===== src/rtl/led_status_pkg.sv =====
// Shared types and constants for led_status_uart_tx: FSM encodings, ASCII
// codes and the baud divisor helper.
package led_status_pkg;

    typedef enum logic [1:0] {IDLE, LOAD, SEND, GAP} frame_state_t;

    typedef enum logic [2:0] {S_IDLE, S_START, S_DATA, S_PARITY, S_STOP} ser_state_t;

    localparam logic [7:0] ASCII_0  = 8'h30;
    localparam logic [7:0] ASCII_CR = 8'h0D;
    localparam logic [7:0] ASCII_LF = 8'h0A;

    function automatic int unsigned calc_clks_per_bit(input int unsigned clk_freq_hz,
                                                      input int unsigned baud);
        return clk_freq_hz / baud;
    endfunction

endpackage


===== src/rtl/uart_tx_byte.sv =====
// Single-byte UART serialiser, 8N1 LSB first; 8E1 when LED_TX_PARITY_EN is
// defined. Accepts a byte with valid/ready, ready only while idle.
module uart_tx_byte
    import led_status_pkg::*;
#(
    parameter int unsigned CLKS_PER_BIT = 104
) (
    input  logic       CLK,
    input  logic       RESET,
    input  logic [7:0] data,
    input  logic       valid,
    output logic       ready,
    output logic       TXD
);

    localparam int unsigned CNT_W = $clog2(CLKS_PER_BIT);
    localparam logic [CNT_W-1:0] BIT_LAST  = CNT_W'(CLKS_PER_BIT - 1);
    // The idle cycle that follows S_STOP is the final cycle of the stop bit,
    // so a queued byte can start with no gap between characters.
    localparam logic [CNT_W-1:0] STOP_LAST = CNT_W'(CLKS_PER_BIT - 2);

    ser_state_t       state;
    logic [CNT_W-1:0] baud_cnt;
    logic [2:0]       bit_cnt;
    logic [7:0]       shreg;
`ifdef LED_TX_PARITY_EN
    logic             parity;
`endif

    assign ready = (state == S_IDLE);

    always_ff @(posedge CLK or posedge RESET) begin
        if (RESET) begin
            state    <= S_IDLE;
            baud_cnt <= '0;
            bit_cnt  <= '0;
            shreg    <= '0;
            TXD      <= 1'b1;
`ifdef LED_TX_PARITY_EN
            parity   <= 1'b0;
`endif
        end else begin
            case (state)
                S_IDLE: begin
                    baud_cnt <= '0;
                    TXD      <= 1'b1;
                    if (valid) begin
                        shreg <= data;
`ifdef LED_TX_PARITY_EN
                        parity <= ^data;
`endif
                        TXD   <= 1'b0;
                        state <= S_START;
                    end
                end
                S_START: begin
                    if (baud_cnt == BIT_LAST) begin
                        baud_cnt <= '0;
                        bit_cnt  <= '0;
                        TXD      <= shreg[0];
                        shreg    <= {1'b0, shreg[7:1]};
                        state    <= S_DATA;
                    end else begin
                        baud_cnt <= baud_cnt + 1'b1;
                    end
                end
                S_DATA: begin
                    if (baud_cnt == BIT_LAST) begin
                        baud_cnt <= '0;
                        if (bit_cnt == 3'd7) begin
`ifdef LED_TX_PARITY_EN
                            TXD   <= parity;
                            state <= S_PARITY;
`else
                            TXD   <= 1'b1;
                            state <= S_STOP;
`endif
                        end else begin
                            bit_cnt <= bit_cnt + 1'b1;
                            TXD     <= shreg[0];
                            shreg   <= {1'b0, shreg[7:1]};
                        end
                    end else begin
                        baud_cnt <= baud_cnt + 1'b1;
                    end
                end
`ifdef LED_TX_PARITY_EN
                S_PARITY: begin
                    if (baud_cnt == BIT_LAST) begin
                        baud_cnt <= '0;
                        TXD      <= 1'b1;
                        state    <= S_STOP;
                    end else begin
                        baud_cnt <= baud_cnt + 1'b1;
                    end
                end
`endif
                S_STOP: begin
                    if (baud_cnt == STOP_LAST) begin
                        baud_cnt <= '0;
                        state    <= S_IDLE;
                    end else begin
                        baud_cnt <= baud_cnt + 1'b1;
                    end
                end
                default: state <= S_IDLE;
            endcase
        end
    end

endmodule


===== src/rtl/led_status_uart_tx.sv =====
// Sends the LED word as ASCII '0'/'1' text plus CR LF whenever it changes;
// changes during a frame are coalesced. LED_TX_PARITY_EN selects 8E1 framing.
module led_status_uart_tx
    import led_status_pkg::*;
#(
    parameter int unsigned CLK_FREQ_HZ = 12000000,
    parameter int unsigned BAUD        = 115200,
    parameter int unsigned NLEDS       = 5
) (
    input  logic             CLK,
    input  logic             RESET,
    input  logic [NLEDS-1:0] leds_i,
    output logic             TXD,
    output logic             busy
);

    localparam int unsigned CLKS_PER_BIT = calc_clks_per_bit(CLK_FREQ_HZ, BAUD);
    localparam int unsigned NCHARS       = NLEDS + 2;
    localparam int unsigned IDX_W        = $clog2(NCHARS + 1);

    if (CLKS_PER_BIT < 2) begin : g_baud_check
        $error("led_status_uart_tx: CLK_FREQ_HZ/BAUD must be at least 2");
    end

    frame_state_t     state;
    logic [NLEDS-1:0] sync1, sync2, last_sent, snapshot;
    logic             pending;
    logic [IDX_W-1:0] char_idx;
    logic [7:0]       ch;
    logic             changed, valid, ready;

    assign changed = (sync2 != last_sent);
    assign valid   = (state == SEND) && (char_idx != IDX_W'(NCHARS));

    always_comb begin
        ch = ASCII_LF;
        if (char_idx == IDX_W'(NLEDS)) ch = ASCII_CR;
        for (int unsigned k = 0; k < NLEDS; k++)
            if (char_idx == IDX_W'(k)) ch = ASCII_0 | {7'd0, snapshot[NLEDS-1-k]};
    end

    always_ff @(posedge CLK or posedge RESET) begin
        if (RESET) begin
            state     <= IDLE;
            sync1     <= '0;
            sync2     <= '0;
            last_sent <= '0;
            snapshot  <= '0;
            pending   <= 1'b0;
            char_idx  <= '0;
            busy      <= 1'b0;
        end else begin
            sync1 <= leds_i;
            sync2 <= sync1;
            if (state != IDLE && changed) pending <= 1'b1;
            case (state)
                IDLE: if (changed || pending) state <= LOAD;
                LOAD: begin
                    snapshot  <= sync2;
                    last_sent <= sync2;
                    pending   <= 1'b0;
                    char_idx  <= '0;
                    state     <= SEND;
                end
                SEND: begin
                    // Serialiser back in idle after the last handoff means the
                    // final stop bit is in its last cycle.
                    if (valid && ready) begin
                        char_idx <= char_idx + 1'b1;
                        busy     <= 1'b1;
                    end else if (ready && !valid) begin
                        busy  <= 1'b0;
                        state <= GAP;
                    end
                end
                GAP:     state <= IDLE;
                default: state <= IDLE;
            endcase
        end
    end

    uart_tx_byte #(
        .CLKS_PER_BIT(CLKS_PER_BIT)
    ) u_tx (
        .CLK  (CLK),
        .RESET(RESET),
        .data (ch),
        .valid(valid),
        .ready(ready),
        .TXD  (TXD)
    );

endmodule


===== config.mk =====
export PLATFORM = sky130hd
export DESIGN_NAME = led_status_uart_tx
export DESIGN_NICKNAME = d
export VERILOG_FILES = /design/src/rtl/led_status_pkg.sv /design/src/rtl/uart_tx_byte.sv /design/src/rtl/led_status_uart_tx.sv
export SDC_FILE = /design/constraint.sdc
export NUM_CORES = 1
export LEC_CHECK = 0
export ABC_AREA = 1
export BUFFER_PORTS_ARGS = -buffer_cell sky130_fd_sc_hd__buf_4
export CAP_MARGIN = 20
export CORE_MARGIN = 1
export CORE_UTILIZATION = 25
export CTS_CLUSTER_SIZE = 14
export DETAILED_ROUTE_END_ITERATION = 6
export MAX_ROUTING_LAYER = met4
export PLACE_DENSITY_LB_ADDON = 0.05
export SLEW_MARGIN = 20
export SYNTH_ARGS = -nofsm -noshare
export SYNTH_HDL_FRONTEND = slang
export SYNTH_SLANG_ARGS = --single-unit

===== constraint.sdc =====
create_clock -name CLK -period 3.6 [get_ports CLK]
set_clock_uncertainty 0.1 [all_clocks]
set_input_delay 0.36 -clock CLK [delete_from_list [all_inputs] [get_ports CLK]]
set_output_delay 0.36 -clock CLK [all_outputs]
set_load 0.03 [all_outputs]

# Word-level counts from Yosys, hierarchy flattened
# Index checks and enable logic that the tools add are counted.
[totals]
regBits = 44
latch_bits = 0
ramBits = 0
mem_bits_ro = 0
in_bits = 7
out_inout_bits = 2
elab_cells = 104
mem_count = 0
[classes]
n_addsub = 3
n_mul = 0
div = 0
order_cmp = 0
n_eq_ne = 26
shift = 0
mux = 39
n_bitwise = 0
reduce_logical = 24
[op_table]
columns = ["operator", "n"]
rows = [
  ["2-to-1 mux 8 bit", 4],
  ["2-to-1 mux 3 bit", 10],
  ["2-to-1 mux 6 bit", 5],
  ["case mux 8 bit (3 select lines)", 1],
  ["case mux 7 bit (3 select lines)", 1],
  ["equality test 7 bit (second input constant)", 2],
  ["2-to-1 mux 7 bit", 2],
  ["equality test 3 bit (second input constant)", 4],
  ["inequality test 2 x 1 -> 1 bit (second input constant)", 6],
  ["case mux 3 bit (2 select lines)", 2],
  ["case mux 3 bit (4 select lines)", 1],
  ["AND reduction 5 bit", 2],
  ["nonzero test 2 bit", 5],
  ["equality test 3 x 2 -> 1 bit (second input constant)", 3],
  ["2-to-1 mux 1 bit", 8],
  ["inequality test 2 bit (second input constant)", 4],
  ["case mux 2 bit (4 select lines)", 1],
  ["adder 7 x 1 -> 7 bit (second input constant)", 1],
  ["adder 3 x 1 -> 3 bit (second input constant)", 2],
  ["equality test 3 x 1 -> 1 bit (second input constant)", 2],
  ["logical NOT 3 bit", 2],
  ["2-to-1 mux 2 bit", 3],
  ["AND reduction 3 bit", 2],
  ["nonzero test 3 bit", 2],
  ["other kinds (12)", 17],
]

# Longest topological paths before layout
[logic_depth]
word_depth = 9
ltp_mapped = 11
ltp_nobuf = 10

# Hierarchy
# Synthesis repeated with hierarchy kept, for this count alone.
[unflattened]
cells_unflattened = 304
hier_area_um2 = 2384.8
[by_module_without_submodules]
columns = ["mod", "n_inst", "cells_per_inst", "area_per_inst_um2"]
rows = [
  ["uart_tx_byte", 1, 178, 1293.7],
  ["led_status_uart_tx", 1, 126, 1091.0],
]

# Least setup slack after synthesis
# Ideal clock, no wire load.
[synth_path]
kind = "register to register"
start = "register char_idx[0]"
end = "register u_tx.shreg[0]"
setup_time_ns = 0.118
t_arrival_ns = 1.524
slack_ns = 1.858
stages_incl_launch_ff = 10
path_buffers = 1
period_less_slack_ns = 1.742
cell_sequence = "dfrtp_1 > ha_1 > ha_1 > nor2_2 > inv_1 > nand2_1 > nand4_2 > buf_4 > nor2_2 > a21oi_2"
[synth_between]
elab_chain_cells = 9
[synth_rtl]
columns = ["item", "line_no", "source"]
rows = [
  ["start, declared", "led_status_uart_tx.sv:28", "logic [IDX_W-1:0] char_idx;"],
  ["start signal, assigned", "led_status_uart_tx.sv:69", "char_idx <= char_idx + 1'b1;"],
  ["equality test 3 bit", "led_status_uart_tx.sv:37", "if (char_idx == IDX_W'(NLEDS)) ch = ASCII_CR;"],
  ["2-to-1 mux 3 bit", "led_status_uart_tx.sv:37", ""],
  ["2-to-1 mux 6 bit (5 in series)", "led_status_uart_tx.sv:39", "if (char_idx == IDX_W'(k)) ch = ASCII_0 | {7'd0, snapshot[NLEDS-1-k]};"],
  ["2-to-1 mux 8 bit", "uart_tx_byte.sv:47", "if (valid) begin"],
  ["case mux 8 bit (3 select lines)", "uart_tx_byte.sv:43", "case (state)"],
  ["end signal, assigned", "uart_tx_byte.sv:48", "shreg <= data;"],
  ["end signal, assigned", "uart_tx_byte.sv:61", "shreg <= {1'b0, shreg[7:1]};"],
  ["end signal, assigned", "uart_tx_byte.sv:81", "shreg <= {1'b0, shreg[7:1]};"],
  ["end, declared", "uart_tx_byte.sv:25", "logic [7:0] shreg;"],
]
# Several ways; a longest one is shown, not always the timed one. The select of a mux whose other input is x is not followed.
# A chain may end at the register's enable or synchronous reset.

# Worst setup path in the final report
[layout_path]
start = "register char_idx[0]"
end = "register u_tx.shreg[3]"
[layout_between]
elab_chain_cells = 8
[layout_rtl]
columns = ["item", "line_no"]
rows = [
  ["logical NOT 3 bit", "led_status_uart_tx.sv:39"],
  ["2-to-1 mux 6 bit (5 in series)", "led_status_uart_tx.sv:39"],
  ["2-to-1 mux 8 bit", "uart_tx_byte.sv:47"],
  ["case mux 8 bit (3 select lines)", "uart_tx_byte.sv:43"],
]
# Several ways; a longest one is shown, not always the timed one. The select of a mux whose other input is x is not followed.

==> impl_metrics.env <==
export IMPL_synth_nets=273
export IMPL_status="complete, no violations"
export IMPL_min_path_cells=1
export IMPL_dieArea_mm2=0.00905
export IMPL_hold_path_class="in -> reg"
export IMPL_fillers=899
export IMPL_clk_pin_slew_worst_paths_ps=80
export IMPL_slew_violations=0
export IMPL_area_delta_synth_final_pct=13.2
export IMPL_netlist_area_mm2=0.00217
export IMPL_rsz0062_at_grt="no"
export IMPL_dr_total_vias=1536
export IMPL_synth_edf_count=0
export IMPL_grt_max_degree=43
export IMPL_grt_pass1_wl_um=7400
export IMPL_drt_initial_drc_count=71
export IMPL_worst_ep_arrival_time_ps=2160
export IMPL_fin_setup_tns_ps=0
export IMPL_finalCritPeriodShare_pct=56.2
export IMPL_hpwlAfterDp_um=3160
export IMPL_irDropWorstVdd_uv=192
export IMPL_htree_levels=2
export IMPL_reg2reg_depth=9
export IMPL_core_area_mm2=0.00830
export IMPL_drt_first_pass_iters=4
export IMPL_tightest_slew_ps=894
export IMPL_floorplan_rows=33
export IMPL_postCtsSetupBuffers=0
export IMPL_cp_required_ps=3740
export IMPL_antenna_found_initial=0
export IMPL_synthesis_instances=252
export IMPL_slew_headroom_pct=40.3
export IMPL_reg2reg_from="char_idx[0]$_DFFE_PP0P_"
export IMPL_drcViolationCount=0
export IMPL_detail_route_antenna_nets=0
export IMPL_hold_viol_final=0
export IMPL_io_pins=9
export IMPL_finalCriticalPeriod_ps=2020
export IMPL_initial_core_util_pct=26.1
export IMPL_root_buffer="clkbuf_8"
export IMPL_cts_resized=0
export IMPL_track_usage_pct=11.3
export IMPL_yosysTopAreaCell="dfrtp_1"
export IMPL_fin_area_mm2=0.00245
export IMPL_cts_hold_buf=0
export IMPL_start_kind="flip-flop"
export IMPL_drt_wirelength_per_cell_um=11.6
export IMPL_startpoint="char_idx[0]$_DFFE_PP0P_"
export IMPL_clock_fmax_mhz=494
export IMPL_leakage_nw=1.20
export IMPL_worstPathMaxFanout=11
export IMPL_place_area_mm2=0.00235
export IMPL_clk_path_buf_depth=2
export IMPL_synth_warning_count=0
export IMPL_yosysMostFrequentCell="nand2_1"
export IMPL_yosys_top_cells_area="dfrtp_1, nand2_1, ha_1"
export IMPL_ys_dominant_reg_cell="dfrtp_1"
export IMPL_yosys_register_bits=42
export IMPL_ys_types=29
export IMPL_cts_tree="built"
export IMPL_synth_top_area_share_pct=47.3
export IMPL_hold_start="leds_i[0]"
export IMPL_clock_sinks=42
export IMPL_diodes=0
export IMPL_async_flop_share_pct=100
export IMPL_avgSynthCellArea_um2=8.60
export IMPL_end_kind="flip-flop"
export IMPL_clock_latency_ps=300
export IMPL_gr_total_overflow=0
export IMPL_numPortBuffers=8
export IMPL_place_gp_congestion=0.748
export IMPL_die_h_um=95.1
export IMPL_vias_per_cell=4.14
export IMPL_numCtsBuffers=5
export IMPL_grt_pass1_vias=1554
export IMPL_drt_wl_total_um=4290
export IMPL_ys_seq_area_share_pct=48.5
export IMPL_cap_violations=0
export IMPL_fp_dieW_um=95.1
export IMPL_finalSetupViolCount=0
export IMPL_critical_path_class="reg -> reg"
export IMPL_power_density_mw_per_mm2=772
export IMPL_fin_nets=286
export IMPL_drive_gt1_share_pct=14.7
export IMPL_synth_commonest_cells="nand2_1, dfrtp_1, inv_1"
-- stage by stage --
stage | std cells | total power [mW] | hold slack [ps] | util, % | setup WS, ps
floorplan | 252 | 1.35 | 231 | - | 1860
detailed placement | 363 | 1.55 | 235 | 28.3 | 1590
global route | 371 | 2.09 | 43.0 | 29.6 | 1360
global placement | 363 | 1.57 | 233 | 28.3 | 1630
CTS | 371 | 1.94 | 48.4 | 29.6 | 1550
finish | 371 | 1.90 | 63.0 | 29.6 | 1580
-- routing by layer --
layer	up-vias	wire length (um)	global-route usage [%]
li1	830	-	-
met1	688	2300	14.6
met2	12	1830	17.0
met3	6	93	2.63
met4	0	65	4.55
met5	-	0	-
-- path summary, 6_finish.rpt --
path	end	slack, ps
min in group asynchronous	char_idx[0]$_DFFE_PP0P_	160
hold / removal	sync1[0]$_DFF_PP0_	60
setup / recovery	u_tx.shreg[3]$_DFFE_PP0P_	1580
max in group asynchronous	u_tx.baud_cnt[0]$_DFFE_PP0P_	2690
hold reg to reg	sync2[1]$_DFF_PP0_	250
setup reg to reg	u_tx.shreg[3]$_DFFE_PP0P_	1580
-- critical path, cell delays in order, from the launching register on --
cell	delay, ps
dfrtp_1	430
ha_1	230
ha_1	190
nor2_2	140
inv_1	70
nand2_1	140
nand4_2	290
nor2_1	210
o21ai_1	90
nand2_1	60
-- sequential cells by signal (all words and copies together), names as in the netlist, 3 cells and up --
register,flops
sync2,5
snapshot,5
u_tx.shreg,6
u_tx.state,3
u_tx.baud_cnt,7
char_idx,3
u_tx.bit_cnt,3
sync1,5
-- cell type report --
class,count,area [um^2],share of cell area [%]
Clock buffer,7,76.3,3.11
Timing Repair Buffer,8,60.1,2.45
Inverter,39,146,5.96
Tap cell,105,131,5.35
Sequential cell,42,1050,42.9
Multi-Input combinational cell,169,958,39.0
Clock inverter,1,30.0,1.22
-- report_power, final --
group	switching (mW)	total (mW)	internal, mW
sequential	0.0941	0.699	0.605
clock	0.165	0.373	0.208
combinational	0.540	0.824	0.284
-- kinds of logic after synthesis --
family,count (synthesis),share of synthesized area [%]
XOR/XNOR,6,2.42
AO/OA/AOI/OAI,40,10.2
multiplexers,1,0.462
adder cells (fa/ha/maj),14,8.08
AND/OR/NAND/NOR,108,23.1
flip-flops,42,48.5
buffers and inverters,41,7.27
-- cells in the final DEF (no fill, tap or decap), types with 2 or more instances in the layout --
| cell type | synthesis | layout |
|---|---|---|
| ha_1 | 14 | 14 |
| clkbuf_1 | 1 | 2 |
| nand2_2 | 3 | 3 |
| nor2_1 | 15 | 15 |
| a21oi_2 | 2 | 2 |
| o21a_1 | 2 | 2 |
| inv_1 | 31 | 30 |
| inv_2 | 8 | 9 |
| clkbuf_8 | 0 | 5 |
| buf_4 | 1 | 8 |
| o21ai_1 | 8 | 8 |
| nand3_2 | 2 | 2 |
| nor2_2 | 3 | 3 |
| a21oi_1 | 8 | 8 |
| nor3_1 | 3 | 3 |
| nand3_1 | 16 | 16 |
| o22ai_1 | 4 | 4 |
| xor2_1 | 5 | 5 |
| nand2_4 | 2 | 2 |
| nand2_1 | 59 | 59 |
| dfrtp_1 | 41 | 41 |
| nand4_1 | 2 | 2 |
| o21ai_0 | 15 | 15 |
(Power assumes the default switching activity.)
